[src/rtl/aplic_imsic_msi_tx_pkg.sv]
// Shared IMSIC configuration, channel and request types for the APLIC->IMSIC MSI transmitter.
// File-select encoding and the decoded request record live here so both ends agree.
package aplic_imsic_msi_tx_pkg;

  typedef struct packed {
    int NrHarts;
    int NrSources;
    int NrSourcesW;
    int NrVSInptFiles;
    int NrInptFilesW;
  } imsic_cfg_t;

  localparam imsic_cfg_t DefaultImsicCfg = '{
    NrHarts:       4,
    NrSources:     48,
    NrSourcesW:    6,
    NrVSInptFiles: 3,
    NrInptFilesW:  3
  };

  // Hart index field is sized for the user-visible hart space, which may exceed NrHarts.
  localparam int UserNrHartsImsic = 8;
  localparam int MsiHartW = (UserNrHartsImsic > 1) ? $clog2(UserNrHartsImsic) : 1;

  localparam int ChNrHarts = DefaultImsicCfg.NrHarts;
  localparam int ChSrcW    = DefaultImsicCfg.NrSourcesW;
  localparam int ChFileW   = DefaultImsicCfg.NrInptFilesW;

  localparam logic [ChFileW-1:0] M_FILE  = ChFileW'(0);
  localparam logic [ChFileW-1:0] S_FILE  = ChFileW'(1);
  localparam logic [ChFileW-1:0] VS_FILE = ChFileW'(2);

  typedef struct packed {
    logic [ChSrcW-1:0]    setipnum;
    logic [ChNrHarts-1:0] imsic_en;
    logic [ChFileW-1:0]   select_file;
  } aplic_imsic_channel_t;

  typedef struct packed {
    logic [ChSrcW-1:0]   eiid;
    logic [MsiHartW-1:0] hart;
    logic [ChFileW-1:0]  file;
  } aplic_msi_req_t;

  // Guest g of a supervisor-domain target maps onto VS file g-1.
  function automatic logic [ChFileW-1:0] encode_file(input logic mdomain, input logic [5:0] guest);
    logic [6:0]         sum;
    logic [ChFileW-1:0] file;
    sum  = {1'b0, guest} + 7'(VS_FILE) - 7'd1;
    file = sum[ChFileW-1:0];
    if (mdomain) begin
      file = M_FILE;
    end else if (guest == 6'd0) begin
      file = S_FILE;
    end
    return file;
  endfunction

endpackage

[src/rtl/aplic_imsic_msi_tx_if.sv]
// Request handshake from the APLIC notifier into the MSI transmitter.
interface aplic_imsic_msi_tx_if
  import aplic_imsic_msi_tx_pkg::*;
#(
  parameter int EiidW = ChSrcW,
  parameter int HartW = MsiHartW
);
  logic             req_valid;
  logic             req_ready;
  logic [EiidW-1:0] req_eiid;
  logic [HartW-1:0] req_hart;
  logic [5:0]       req_guest;
  logic             req_mdomain;

  modport master (
    output req_valid, req_eiid, req_hart, req_guest, req_mdomain,
    input  req_ready
  );

  modport slave (
    input  req_valid, req_eiid, req_hart, req_guest, req_mdomain,
    output req_ready
  );
endinterface

[src/rtl/aplic_msi_fifo.sv]
// Generic synchronous FIFO; pointers carry an extra MSB so full and empty differ at wrap.
module aplic_msi_fifo #(
  parameter type T     = logic,
  parameter int  Depth = 4
) (
  input  logic i_clk,
  input  logic ni_rst,
  input  logic i_push,
  input  T     i_data,
  output logic o_full,
  input  logic i_pop,
  output T     o_data,
  output logic o_empty
);
  localparam int AddrW = $clog2(Depth);

  logic [AddrW:0] r_wr_ptr;
  logic [AddrW:0] r_rd_ptr;
  T               r_mem [Depth];
  logic           w_push;
  logic           w_pop;

  assign o_empty = (r_wr_ptr == r_rd_ptr);
  assign o_full  = (r_wr_ptr[AddrW-1:0] == r_rd_ptr[AddrW-1:0]) &&
                   (r_wr_ptr[AddrW] != r_rd_ptr[AddrW]);
  assign w_push  = i_push && !o_full;
  assign w_pop   = i_pop && !o_empty;
  assign o_data  = r_mem[r_rd_ptr[AddrW-1:0]];

  always_ff @(posedge i_clk or negedge ni_rst) begin
    if (!ni_rst) begin
      r_wr_ptr <= '0;
      r_rd_ptr <= '0;
    end else begin
      if (w_push) r_wr_ptr <= r_wr_ptr + 1'b1;
      if (w_pop)  r_rd_ptr <= r_rd_ptr + 1'b1;
    end
  end

  // Storage needs no reset: an entry is only read after it has been written.
  always_ff @(posedge i_clk) begin
    if (w_push) r_mem[r_wr_ptr[AddrW-1:0]] <= i_data;
  end
endmodule

[src/rtl/aplic_imsic_msi_tx.sv]
// APLIC->IMSIC MSI transmitter: validates notifier requests, buffers decoded entries,
// and emits at most one setipnum beat per cycle with a one-hot hart enable.
module aplic_imsic_msi_tx
  import aplic_imsic_msi_tx_pkg::*;
#(
  parameter imsic_cfg_t ImsicCfg  = DefaultImsicCfg,
  parameter int         FifoDepth = 4,
  parameter int         HartW     = MsiHartW
) (
  input  logic                 i_clk,
  input  logic                 ni_rst,
  aplic_imsic_msi_tx_if.slave  req_if,
  output aplic_imsic_channel_t o_channel,
  output logic                 o_drop,
  output logic [7:0]           o_drop_cnt,
  output logic                 o_busy
);
  logic                 w_full;
  logic                 w_empty;
  logic                 w_ready;
  logic                 w_accept;
  logic                 w_invalid;
  logic                 w_push;
  logic                 w_pop;
  logic [HartW-1:0]     w_hart;
  aplic_msi_req_t       w_req;
  aplic_msi_req_t       w_head;
  logic [ChNrHarts-1:0] w_hart_en;

  aplic_imsic_channel_t r_channel;
  logic                 r_drop;
  logic [7:0]           r_drop_cnt;

  // Ready depends only on occupancy and reset, never on the pop decision.
  assign w_ready        = ni_rst && !w_full;
  assign req_if.req_ready = w_ready;
  assign w_accept       = req_if.req_valid && w_ready;
  assign w_hart         = req_if.req_hart;

  assign w_invalid = (req_if.req_eiid == '0) ||
                     (32'(req_if.req_eiid) >= ImsicCfg.NrSources) ||
                     (32'(w_hart) >= ImsicCfg.NrHarts) ||
                     (!req_if.req_mdomain && (32'(req_if.req_guest) > ImsicCfg.NrVSInptFiles));

  assign w_push = w_accept && !w_invalid;
  assign w_pop  = !w_empty;

  always_comb begin
    w_req      = '0;
    w_req.eiid = req_if.req_eiid;
    w_req.hart = MsiHartW'(w_hart);
    w_req.file = encode_file(req_if.req_mdomain, req_if.req_guest);
  end

  aplic_msi_fifo #(
    .T     (aplic_msi_req_t),
    .Depth (FifoDepth)
  ) u_fifo (
    .i_clk   (i_clk),
    .ni_rst  (ni_rst),
    .i_push  (w_push),
    .i_data  (w_req),
    .o_full  (w_full),
    .i_pop   (w_pop),
    .o_data  (w_head),
    .o_empty (w_empty)
  );

  for (genvar gi = 0; gi < ChNrHarts; gi++) begin : g_hart_en
    assign w_hart_en[gi] = (32'(w_head.hart) == gi);
  end

  // Channel fields are all-zero in any cycle without a beat.
  always_ff @(posedge i_clk or negedge ni_rst) begin
    if (!ni_rst) begin
      r_channel <= '0;
    end else if (w_pop) begin
      r_channel.setipnum    <= w_head.eiid;
      r_channel.imsic_en    <= w_hart_en;
      r_channel.select_file <= w_head.file;
    end else begin
      r_channel <= '0;
    end
  end

  always_ff @(posedge i_clk or negedge ni_rst) begin
    if (!ni_rst) begin
      r_drop     <= 1'b0;
      r_drop_cnt <= '0;
    end else begin
      r_drop <= w_accept && w_invalid;
      if (w_accept && w_invalid && (r_drop_cnt != 8'hFF)) begin
        r_drop_cnt <= r_drop_cnt + 8'd1;
      end
    end
  end

  assign o_channel  = r_channel;
  assign o_drop     = r_drop;
  assign o_drop_cnt = r_drop_cnt;
  assign o_busy     = !w_empty || (r_channel.imsic_en != '0);
endmodule
[src/flat_wrapper.sv]
// flat-port wrapper written by rule: the top's interface ports become plain ports
module aplic_imsic_msi_tx_flat import aplic_imsic_msi_tx_pkg::*;
#(
  parameter imsic_cfg_t ImsicCfg  = DefaultImsicCfg,
  parameter int         FifoDepth = 4,
  parameter int         HartW     = MsiHartW
)
  (i_clk, ni_rst, o_channel, o_drop, o_drop_cnt, o_busy, req_if_req_valid, req_if_req_eiid, req_if_req_hart, req_if_req_guest, req_if_req_mdomain, req_if_req_ready);
  aplic_imsic_msi_tx_if #(.HartW(HartW)) req_if_i ();
  input  logic i_clk;
  input  logic ni_rst;
  output aplic_imsic_channel_t o_channel;
  output logic o_drop;
  output logic [7:0] o_drop_cnt;
  output logic o_busy;
  input wire logic [$bits(req_if_i.req_valid)-1:0] req_if_req_valid;
  input wire logic [$bits(req_if_i.req_eiid)-1:0] req_if_req_eiid;
  input wire logic [$bits(req_if_i.req_hart)-1:0] req_if_req_hart;
  input wire logic [$bits(req_if_i.req_guest)-1:0] req_if_req_guest;
  input wire logic [$bits(req_if_i.req_mdomain)-1:0] req_if_req_mdomain;
  output wire logic [$bits(req_if_i.req_ready)-1:0] req_if_req_ready;
  assign req_if_i.req_valid = req_if_req_valid;
  assign req_if_i.req_eiid = req_if_req_eiid;
  assign req_if_i.req_hart = req_if_req_hart;
  assign req_if_i.req_guest = req_if_req_guest;
  assign req_if_i.req_mdomain = req_if_req_mdomain;
  assign req_if_req_ready = req_if_i.req_ready;
  aplic_imsic_msi_tx #(.ImsicCfg(ImsicCfg), .FifoDepth(FifoDepth), .HartW(HartW)) u_core (.i_clk(i_clk), .ni_rst(ni_rst), .req_if(req_if_i), .o_channel(o_channel), .o_drop(o_drop), .o_drop_cnt(o_drop_cnt), .o_busy(o_busy));
endmodule
[config.mk]
export PLATFORM = sky130hd
export DESIGN_NAME = aplic_imsic_msi_tx_flat
export DESIGN_NICKNAME = d
export VERILOG_FILES = /design/src/rtl/aplic_imsic_msi_tx_pkg.sv /design/src/rtl/aplic_imsic_msi_tx_if.sv /design/src/rtl/aplic_msi_fifo.sv /design/src/rtl/aplic_imsic_msi_tx.sv /design/src/flat_wrapper.sv
export SDC_FILE = /design/constraint.sdc
export NUM_CORES = 1
export LEC_CHECK = 0
export ABC_AREA = 1
export CORE_ASPECT_RATIO = 1.5
export CORE_MARGIN = 2
export CORE_UTILIZATION = 30
export DETAILED_ROUTE_END_ITERATION = 6
export PLACE_DENSITY = 0.51
export SKIP_CTS_REPAIR_TIMING = 1
export SLEW_MARGIN = 10
export SYNTH_ARGS = -nofsm -noshare
export SYNTH_HDL_FRONTEND = slang
export SYNTH_SLANG_ARGS = --single-unit
[constraint.sdc]
create_clock -name i_clk -period 2.02 [get_ports i_clk]
set_input_delay 0.404 -clock i_clk [delete_from_list [all_inputs] [get_ports i_clk]]
set_output_delay 0.404 -clock i_clk [all_outputs]
set_load 0.005 [all_outputs]
==> results.json <==
{
  "status": "finished clean",
  "synth.net_count": 314,
  "drtPass1Iterations": 4,
  "synthTopCellsByArea": "edfxtp_1 (44%), dfrtp_1 (21%), nand2_1 (5.7%), nor2_1 (4.4%), o21ai_0 (3.5%)",
  "holdWs_ns": 0.4566,
  "finalHoldViolCount": 0,
  "yosysTopAreaCell": "edfxtp_1",
  "p_seq_share_pct": 38.3,
  "fill_cells": 1057,
  "cts_tree": "done",
  "final_util_pct": 41.02,
  "swShare_pct": 33.32,
  "period_minus_slack_ns": 1.828,
  "clock_power_share_pct": 26.2,
  "ir_worst_vdd_mv": 0.4197,
  "grt_pass1_wl_mm": 10.92,
  "setup_viol": 0,
  "clock_latency_ns": 0.33,
  "diodes": 0,
  "std_cell_rows": 46,
  "route.detailed.wl_per_inst_um": 12.99,
  "worst_slew_pin_slew_ns": 0.3230,
  "crit_start": "u_core.u_fifo.r_wr_ptr[0]$_DFFE_PN0P_",
  "synthCells": 287,
  "drive_above_1_share_pct": 17.12,
  "totalWireLength_mm": 6.653,
  "clk_pin_slew_ns": 0.06,
  "drt_iter0_markers": 107,
  "p_per_area_nw_per_um2": 1258,
  "synth-adder-area-share_pct": 3.066,
  "synth-seq-cells": 76,
  "start_util_pct": 30.82,
  "grt_pass1_vias": 2095,
  "antenna_left": 0,
  "htree_levels": 3,
  "yosysMostFrequentCell": "nand2_1",
  "area_delta_synth_final_pct": 33.08,
  "core_region_area_sq_um": 10590,
  "synth_top_family_by_area": "simple AND/OR/NAND/NOR gates",
  "antenna_found_initial": 0,
  "period_share_pct": 90.48,
  "syn_area_sq_um": 3264,
  "synthXorXnorAreaFrac_pct": 2.913,
  "placedCellCount": 492,
  "critPathRequiredTime_ns": 1.62,
  "synth_simple_gate_area_share_pct": 17.13,
  "grt_max_degree": 28,
  "register_area_sq_um": 2143,
  "dp_hpwl_mm": 4.936,
  "finClkSkew_ns": 0.006076,
  "synth_top_flop_cell": "edfxtp_1",
  "synth_cell_types": 30,
  "startpoint_type": "flip-flop",
  "fin_area_sq_um": 4344,
  "setup.worst_path.end_class": "output pin",
  "dpl_cell_area_sq_um": 4030,
  "yosysSeqAreaShare_pct": 65.62,
  "synth_warnings": 0,
  "leakage_nw": 1.818,
  "stdcell_count": 512,
  "report.final.slew_viol_count": 0,
  "cts-root-buf": "clkbuf_16",
  "p_sw_mw": 1.820,
  "place_congestion": 0.7730,
  "synth_compound_area_share_pct": 6.401,
  "dieArea_sq_um": 11750,
  "synth_top_cell_area_share_pct": 44.15,
  "timing.fmax_mhz": 547.1,
  "p_comb_share_pct": 35.5,
  "arrival_ns": 1.42,
  "multi_input_area_sq_um": 973.4,
  "routed_via_density": 4.371,
  "synthArstFlopShare_pct": 36.84,
  "cts_buffer_depth": 2,
  "rsz0062_at_grt": "no",
  "cts_buffers": 9,
  "slew_headroom_pct": 78.47,
  "synth-edff-count": 48,
  "ios": 43,
  "layout.nets": 390,
  "hold_class": "input port to asynchronous set/reset pin",
  "synth.avg_cell_area_sq_um": 11.37,
  "maxCapViolCount": 0,
  "synth_mux_area_share_pct": 0,
  "vias": 2238,
  "p_int_mw": 3.643,
  "grt_overflow": 0,
  "cp_max_fo": 5,
  "synthTopCellsByCount": "nand2_1 (50), edfxtp_1 (48), nor2_1 (38)",
  "die_h_um": 131.8,
  "cts_num_sinks": 76,
  "reg2reg_from": "u_core.u_fifo.r_wr_ptr[2]$_DFFE_PN0P_",
  "crit_type": "flip-flop to output pin",
  "remaining_drc_errors": 0,
  "grt_usage_pct": 12.45,
  "die_x_um": 89.17,
  "numPortBuffers": 42
}
cell usage in the layout (no fill, tap or decap), types with 5 or more instances in the layout:
cell type and instances:
nor2_1 38, nand3_1 15, o22ai_1 9, inv_2 5, inv_1 24, buf_4 30
nand2_1 50, clkdlybuf4s50_1 40, clkbuf_16 9, dfrtp_1 27, ha_1 8, o21ai_0 23
xor2_1 6, edfxtp_1 48
cells by family (layout without fill, tap and decap cells):
family                   Yosys count  count (layout)
AND/OR/NAND/NOR                  118             118
flip-flops                        76              76
AO/OA/AOI/OAI                     38              38
buffers and inverters             37             118
XOR/XNOR                          10              10
adder cells (fa/ha/maj)            8               8
per-stage QoR:
step	power (mW)	TNS, ns	worst slack, ns
after detailed placement	4.020	-7.588	-0.1712
final	5.463	0	0.1923
after global placement	3.994	-6.198	-0.1377
after global routing	5.896	0	0.06353
after floorplan	3.255	-1.093	-0.02278
after CTS	5.476	-0.3332	-0.2076
cell type report:
type,instances,area share (%)
Inverter,29,2.506
Clock inverter,7,0.9793
Timing Repair Buffer,73,15.44
Clock buffer,9,5.184
Tap cell,144,4.147
Sequential cell,76,49.34
Multi-Input combinational cell,174,22.41
sequential cells by signal (all words and copies together), names as in the netlist:
name	flops
u_core.u_fifo.r_rd_ptr	3
u_core.u_fifo.r_mem	48
u_core.o_channel	13
u_core.u_fifo.r_wr_ptr	3
u_core.o_drop	1
u_core.o_drop_cnt	8
power groups by stage:
stage	clock (mW)	combinational, mW	sequential (mW)
after global routing	1.55	2.21	2.13
after floorplan	0	1.15	2.11
final	1.43	1.94	2.09
after detailed placement	0	1.90	2.12
after CTS	1.47	1.91	2.09
after global placement	0	1.88	2.11
final timing paths:
path	end	slack [ns]	cells after the start
worst max-delay path	o_busy	0.19	4
worst min-delay path	u_core.u_fifo.r_wr_ptr[2]$_DFFE_PN0P_	0.46	2
worst max register to register	u_core.u_fifo.r_mem[3][10]$_DFFE_PP_	0.31	10
worst min register to register	u_core.o_drop_cnt[1]$_DFFE_PN0P_	0.55	2
max in group asynchronous	u_core.o_channel[1]$_DFF_PN0_	1.12	3
min in group i_clk	u_core.o_drop_cnt[1]$_DFFE_PN0P_	0.55	2
per-layer routing:
layer,track usage (%),wire length [um]
met1,16.04,2867
met2,19.09,3365
met3,4.133,306
met4,4.975,113
met5,0,0
critical path, stage by stage (launching register included):
cell,delay [ns]
dfrtp_2,0.46
xnor2_2,0.17
and2_2,0.20
nand4_1,0.09
dlymetal6s2s_1,0.17
(Power assumes the default switching activity.)
